**config.mk**
```make
export PLATFORM = sky130hd
export DESIGN_NAME = fixed_point_divider_param
export DESIGN_NICKNAME = d
export VERILOG_FILES = /design/src/rtl/fixed_point_divider_param.sv
export SDC_FILE = /design/constraint.sdc
export NUM_CORES = 1
export LEC_CHECK = 0
export CAP_MARGIN = 20
export CORE_MARGIN = 2
export CORE_UTILIZATION = 33
export CTS_CLUSTER_SIZE = 30
export DETAILED_ROUTE_END_ITERATION = 12
export PLACE_DENSITY = 0.49
export SYNTH_ARGS = -nofsm -noshare
export SYNTH_HDL_FRONTEND = slang
export SYNTH_SLANG_ARGS = --single-unit
```
**constraint.sdc**
```tcl
create_clock -name clk -period 3.9 [get_ports clk]
set_input_delay 0.78 -clock clk [delete_from_list [all_inputs] [get_ports clk]]
set_output_delay 0.78 -clock clk [all_outputs]
set_load 0.01 [all_outputs]
```
**src/rtl/fixed_point_divider_param.sv**
```systemverilog
// Sequential restoring fixed-point divider: Q = A / B, W-bit operands with FRAC fractional bits.
// Optional two's-complement operands when FIXED_POINT_DIVIDER_SIGNED_EN is defined.
module fixed_point_divider_param #(
    parameter int W    = 10,
    parameter int FRAC = 5
) (
    input  logic         clk,
    input  logic         rst,
    input  logic         start,
    input  logic         ld_a,
    input  logic         ld_b,
    input  logic [W-1:0] a_in,
    input  logic [W-1:0] b_in,
    output logic [W-1:0] q,
    output logic         ov,
    output logic         dz,
    output logic         busy,
    output logic         done,
    output logic [1:0]   dbg_state
);
    localparam int N  = W + FRAC;
    localparam int CW = $clog2(N + 1);
    localparam logic [W-1:0] ONE_W = W'(1);

    typedef enum logic [1:0] {IDLE = 2'd0, CALC = 2'd1, DONE = 2'd2} state_t;

    state_t         state_q;
    logic [W-1:0]   a_q, b_q, dvs_q, q_q;
    logic [N-1:0]   dvd_q;
    logic [W-1:0]   rem_q;
    // The quotient keeps N-1 bits; the final step's bit completes the N-bit value in quo_d.
    logic [N-2:0]   quo_q;
    logic [CW-1:0]  cnt_q;
    logic           ov_q, dz_q, busy_q, done_q;

    logic [W:0]     rem_sh_d;
    logic           take_d;
    logic [W-1:0]   rem_d;
    logic [N-1:0]   quo_d;
    logic [W-1:0]   res_q_d;
    logic           res_ov_d;
    logic [W-1:0]   a_mag_d, b_mag_d, dz_val_d;

`ifdef FIXED_POINT_DIVIDER_SIGNED_EN
    localparam logic [N-1:0] HALF = {{(N-W){1'b0}}, 1'b1, {(W-1){1'b0}}};
    logic neg_q;
`endif

    always_comb begin
        rem_sh_d = {rem_q, dvd_q[N-1]};
        take_d   = rem_sh_d >= {1'b0, dvs_q};
        // The difference is below the divisor, so it always fits in W bits.
        rem_d    = take_d ? (rem_sh_d[W-1:0] - dvs_q) : rem_sh_d[W-1:0];
        quo_d    = {quo_q, take_d};
`ifdef FIXED_POINT_DIVIDER_SIGNED_EN
        a_mag_d  = a_q[W-1] ? (~a_q + ONE_W) : a_q;
        b_mag_d  = b_q[W-1] ? (~b_q + ONE_W) : b_q;
        dz_val_d = a_q[W-1] ? {1'b1, {(W-1){1'b0}}} : {1'b0, {(W-1){1'b1}}};
        // A negative result may reach exactly 2^(W-1); a positive one may not.
        res_ov_d = neg_q ? (quo_d > HALF) : (quo_d >= HALF);
        res_q_d  = neg_q ? (~quo_d[W-1:0] + ONE_W) : quo_d[W-1:0];
`else
        a_mag_d  = a_q;
        b_mag_d  = b_q;
        dz_val_d = {W{1'b1}};
        res_ov_d = |quo_d[N-1:W];
        res_q_d  = quo_d[W-1:0];
`endif
    end

    always_ff @(posedge clk or negedge rst) begin
        if (!rst) begin
            state_q <= IDLE;
            a_q     <= '0;
            b_q     <= '0;
            dvs_q   <= '0;
            dvd_q   <= '0;
            rem_q   <= '0;
            quo_q   <= '0;
            cnt_q   <= '0;
            q_q     <= '0;
            ov_q    <= 1'b0;
            dz_q    <= 1'b0;
            busy_q  <= 1'b0;
            done_q  <= 1'b0;
`ifdef FIXED_POINT_DIVIDER_SIGNED_EN
            neg_q   <= 1'b0;
`endif
        end else begin
            case (state_q)
                IDLE: begin
                    done_q <= 1'b0;
                    if (ld_a) a_q <= a_in;
                    if (ld_b) b_q <= b_in;
                    // start works on the operands held before this edge.
                    if (start) begin
                        busy_q <= 1'b1;
                        if (b_q == '0) begin
                            state_q <= DONE;
                            q_q     <= dz_val_d;
                            ov_q    <= 1'b0;
                            dz_q    <= 1'b1;
                            done_q  <= 1'b1;
                        end else begin
                            state_q <= CALC;
                            dvd_q   <= {a_mag_d, {FRAC{1'b0}}};
                            dvs_q   <= b_mag_d;
                            rem_q   <= '0;
                            quo_q   <= '0;
                            cnt_q   <= CW'(N);
                            dz_q    <= 1'b0;
`ifdef FIXED_POINT_DIVIDER_SIGNED_EN
                            neg_q   <= a_q[W-1] ^ b_q[W-1];
`endif
                        end
                    end
                end
                CALC: begin
                    dvd_q <= {dvd_q[N-2:0], 1'b0};
                    rem_q <= rem_d;
                    quo_q <= quo_d[N-2:0];
                    cnt_q <= cnt_q - CW'(1);
                    if (cnt_q == CW'(1)) begin
                        state_q <= DONE;
                        q_q     <= res_q_d;
                        ov_q    <= res_ov_d;
                        done_q  <= 1'b1;
                    end
                end
                DONE: begin
                    state_q <= IDLE;
                    done_q  <= 1'b0;
                    busy_q  <= 1'b0;
                end
                default: state_q <= IDLE;
            endcase
        end
    end

    assign q         = q_q;
    assign ov        = ov_q;
    assign dz        = dz_q;
    assign busy      = busy_q;
    assign done      = done_q;
    assign dbg_state = state_q;
endmodule

```
# == Word-level counts from Yosys, hierarchy flattened ==
# Index checks and enable logic that the tools add are counted.
# totals
register_bits,89
inputBits,25
out_inout_bits,16
elab_cells,70
# classes
add_sub_neg,2
n_lt_le_gt_ge,1
eq_ne,7
mux,31
n_bitwise,1
reduce_logical,15
# op_table
cell,count
$mux W10,6
$pmux W10 S2,2
$mux W15,2
$pmux W15 S2,1
$mux W14,2
$pmux W14 S2,1
$reduce_and A2 Y1,6
$ge A11 B10 Y1,1
$logic_not A10 Y1,1
$sub A10 B10 Y10,1
$mux W4,2
$ne A2 B2 Y1 const B,4
$pmux W4 S2,1
$mux W1,7
$mux W2,3
$reduce_and A3 Y1,2
$reduce_or A5 Y1,1
$eq A4 B1 Y1 const B,1
$pmux W1 S2,2
$pmux W2 S2,1
$reduce_and A4 Y1,1
$reduce_bool A2 Y1,2
$sub A4 B1 Y4 const B,1
$pmux W1 S3,1
other kinds (5),5

# == Depth between registers and ports, before layout ==
# logic_depth
ltp_word,4
mapped_depth,10
depth_no_buf,9

# == Worst setup path before layout ==
# OpenSTA, ideal clock, no wires.
# synth_path
path_kind,register to register
startpoint,register rem_q[8]
endpoint,register rem_q[0]
setup_ns,0.126
t_arrival_ns,1.985
t_required_ns,3.774
setup_slack_ns,1.789
stages_incl_launch_ff,8
n_path_buf,1
synth_period_minus_slack_ns,2.111
path_cell_list,dfrtp_1 ha_1 and2_4 a221oi_4 and2_4 a22oi_4 buf_8 a221o_1
# synth_between
elab_chain_len,3
# synth_lines
item,line,source
from (decl),30,logic [W-1:0] rem_q;
from (signal assigned),120,rem_q <= rem_d;
$ge A11 B10 Y1,51,"take_d = rem_sh_d >= {1'b0, dvs_q};"
$mux W10,53,rem_d = take_d ? (rem_sh_d[W-1:0] - dvs_q) : rem_sh_d[W-1:0];
$pmux W10 S2,90,case (state_q)
# Every way passes these cells.
# A chain may end at the register's enable or synchronous reset.

# == Worst setup path after layout ==
# layout_path
startpoint,input start
endpoint,register cnt_q[2]
# layout_between
elab_chain_len,2
# layout_lines
item,line,source
from (decl),9,"input logic start,"
$ne A2 B2 Y1 (no line),-,
$reduce_and A3 Y1 (no line),-,
to (signal assigned),110,cnt_q <= CW'(N);
to (signal assigned),122,cnt_q <= cnt_q - CW'(1);
to (decl),33,logic [CW-1:0] cnt_q;
# Every way passes these cells.

==> out/results.tsv <==
stage	metric	value	unit
timing	max_freq	0.3835	GHz
critical_path	cp-start-kind	input pin	
grt	grt_max_degree	74	
die	die_h	116.7	microns
clocking	clk_latency	340	ps
grt	grt_pass1_wl	14970	microns
logic_synthesis	yosysUniqueCellTypes	57	
finish	nFillCells	1263	
route	num_vias	2945	
clocking	hold_buffers	0	
die	core.rowCount	41	
timing	clock_skew	6.714	ps
power	fin_total_pwr	0.003989	W
power	p_leak	2.142	nW
timing	finalCritPeriodShare	66.86	%
finish	final_nets	479	
placed_design	io_buffers	40	
timing	setup_viol_count_final	0	
route	antenna_left	0	
timing	setup_tns	0	ps
status	status	finished clean	
finish	final_layout_size_suffix_gt1_share	13.21	%
clocking	cts.repair.resized	0	
timing	max-slew-margin-rel	38.94	%
route	drcViolationCount	0	
clocking	cts_sinks	84	
die	die-area	13610	sq um
critical_path	r2r_setup_slack	1470	ps
power	vdd_drop_max	324.8	uV
logic_synthesis	syn_inst	400	
clocking	cts_tree	done	
placed_design	dp.cells	598	
critical_path	required	4100	ps
grt	track_usage	14.29	%
logic_synthesis	synthArstFlopShare	100.0	%
die	dieWidth	116.7	microns
placed_design	dpl-instance-area	4737	sq um
run	maxCapViolCount	0	
critical_path	worst-setup-path-type	in -> reg	
critical_path	arrival	2810	ps
critical_path	cp-end-kind	flop	
placed_design	pre_cts_ws	921.3	ps
finish	stdcell_count	611	
logic_synthesis	ys_seq_area_share	50.19	%
logic_synthesis	synth_edf_count	0	
clocking	cts_buffers	9	
logic_synthesis	synth_ff_type	dfrtp_1	
finish	diodes	0	
clocking	cts_setup_buffers	0	
timing	period_minus_slack	2608	ps
route	drt-initial-drc-count	109	
grt	antenna_found_initial	0	
timing	rsz0062_at_grt	false	
route	wl_per_cell	13.91	microns
min_path	min_path_type	reg -> reg	
logic_synthesis	synth_warnings	0	
power	power.density	797.4	nW/um^2
critical_path	worst-path-max-fanout	25	
placed_design	gp_congestion	0.7730	
grt	grt_pass1_vias	2999	
logic_synthesis	syn_area_per_cell	10.47	sq um
route	drtPass1Iterations	4	
timing	hold_viol_final	0	
logic_synthesis	syn-num-nets	442	
timing	slew_violations	0	
logic_synthesis	syn_area	4188	sq um
die	initial_core_util	33.46	%
clocking	clockRootBuffer	clkbuf_16	
route	finalWirelength	8497	microns
clocking	ctsHtreeMaxLevel	3	
finish	finalInstanceArea	5002	sq um
clocking	clockBufferDepth	2	
clocking	clk_pin_slew	60	ps
route	vias_per_cell	4.820	
timing	tightest_slew	916.0	ps
finish	syn_to_final_growth	19.45	%
die	boundaryPins	41	
logic_synthesis	synth-seq-cells	84	
placed_design	dp_hpwl	5964	microns
die	core	12520	sq um
timing	layout_setup_ws	1292	ps
grt	grt-ovfl-total	0	
==> stage by stage <==
stage / hold slack [ps] / util (%)
floorplan: 439.3 / -
global placement: 475.2 / 37.84
detailed placement: 469.3 / 37.84
CTS: 491.0 / 39.96
global route: 517.7 / 39.96
finish: 486.7 / 39.96
==> final timing paths <==
| check | from | cells after the start | end |
|---|---|---|---|
| worst max-delay path | start | 8 | cnt_q[2] |
| worst min-delay path | dvd_q[7] | 2 | dvd_q[7] |
| worst max register to register | rem_q[1] | 7 | rem_q[5] |
| worst min register to register | dvd_q[7] | 2 | dvd_q[7] |
| max in group asynchronous | rst | 2 | busy |
| min in group asynchronous | rst | 1 | rem_q[8] |
==> flip-flops by register name (all words and copies together) (netlist names) <==
name       cells
cnt_q          4
dbg_state      2
dvs_q         10
quo_q         14
dz             1
dvd_q         10
rem_q         10
busy           1
ov             1
q             10
done           1
a_mag_d       10
b_mag_d       10
==> power by group <==
group	switching (W)	internal, W
logic	0.00101	0.000817
clock network	0.000323	0.000454
registers	0.000199	0.00118
==> critical path, cell delays in order <==
cell             delay (ps)
clkdlybuf4s50_1         690
nand2_1                 150
a41oi_2                 200
buf_4                   210
or2_2                   390
nand2_1                 130
xor2_1                  150
o21ai_0                 100
==> cell families (layout without fill, tap and decap cells) <==
| family | count (synthesis) | count (layout) | share of synthesized area, % |
|---|---|---|---|
| adders and majority gates | 17 | 17 | 5.258 |
| DFF | 84 | 84 | 50.19 |
| AOI/OAI and AO/OA | 89 | 89 | 14.46 |
| and+or+nand+nor | 120 | 120 | 14.13 |
| muxes | 37 | 37 | 9.471 |
| buffers and inverters | 46 | 85 | 5.019 |
| xor gates and xnor gates | 7 | 7 | 1.464 |
==> cell usage in the layout, fill, tap and decap left out, types with 2 or more instances in the layout <==
cell type,count
o21ai_1,9
nand3_1,17
nand2_1,46
nor2_1,30
and2_4,2
a31oi_1,11
dfrtp_1,84
clkbuf_16,9
nor3_1,3
nor4_1,2
a221o_1,3
mux2i_1,16
inv_1,27
clkbuf_8,2
nand2b_1,3
o21a_1,3
ha_1,16
clkdlybuf4s50_1,39
mux2_2,21
xnor2_1,6
a21boi_0,2
o211ai_1,4
o21ai_0,33
nor2b_1,3
a21oi_1,9
o21ba_2,2
buf_4,6
==> layout make-up <==
cell class	count	area [sq um]	area share [%]
Timing Repair Buffer	45	435.4	8.704
Multi-Input combinational cell	270	1883	37.64
Sequential cell	84	2102	42.02
Clock inverter	2	12.51	0.2501
Clock buffer	11	252.7	5.053
Tap cell	172	215.2	4.302
Inverter	27	101.3	2.026
==> metal layers <==
metal | GRT usage (%) | wire length (microns) | vias up
met3 | 2.958 | 230 | 14
met4 | 6.745 | 206 | 0
met2 | 22.98 | 4053 | 41
met5 | 0 | 0 | -
met1 | 18.53 | 4006 | 1432
li1 | - | - | 1458
==> synthesized netlist by cell type, types with 9 or more instances <==
master | count | area, sq um
a21oi_1 | 9 | 45.04
a31oi_1 | 11 | 68.82
buf_2 | 9 | 45.04
dfrtp_1 | 84 | 2102
ha_1 | 16 | 200.2
inv_1 | 27 | 101.4
mux2_2 | 21 | 236.5
mux2i_1 | 16 | 160.2
nand2_1 | 46 | 172.7
nand3_1 | 17 | 85.08
nor2_1 | 30 | 112.6
o21ai_0 | 33 | 165.2
o21ai_1 | 9 | 45.04
No activity file was read; power rests on OpenSTA's default activity.
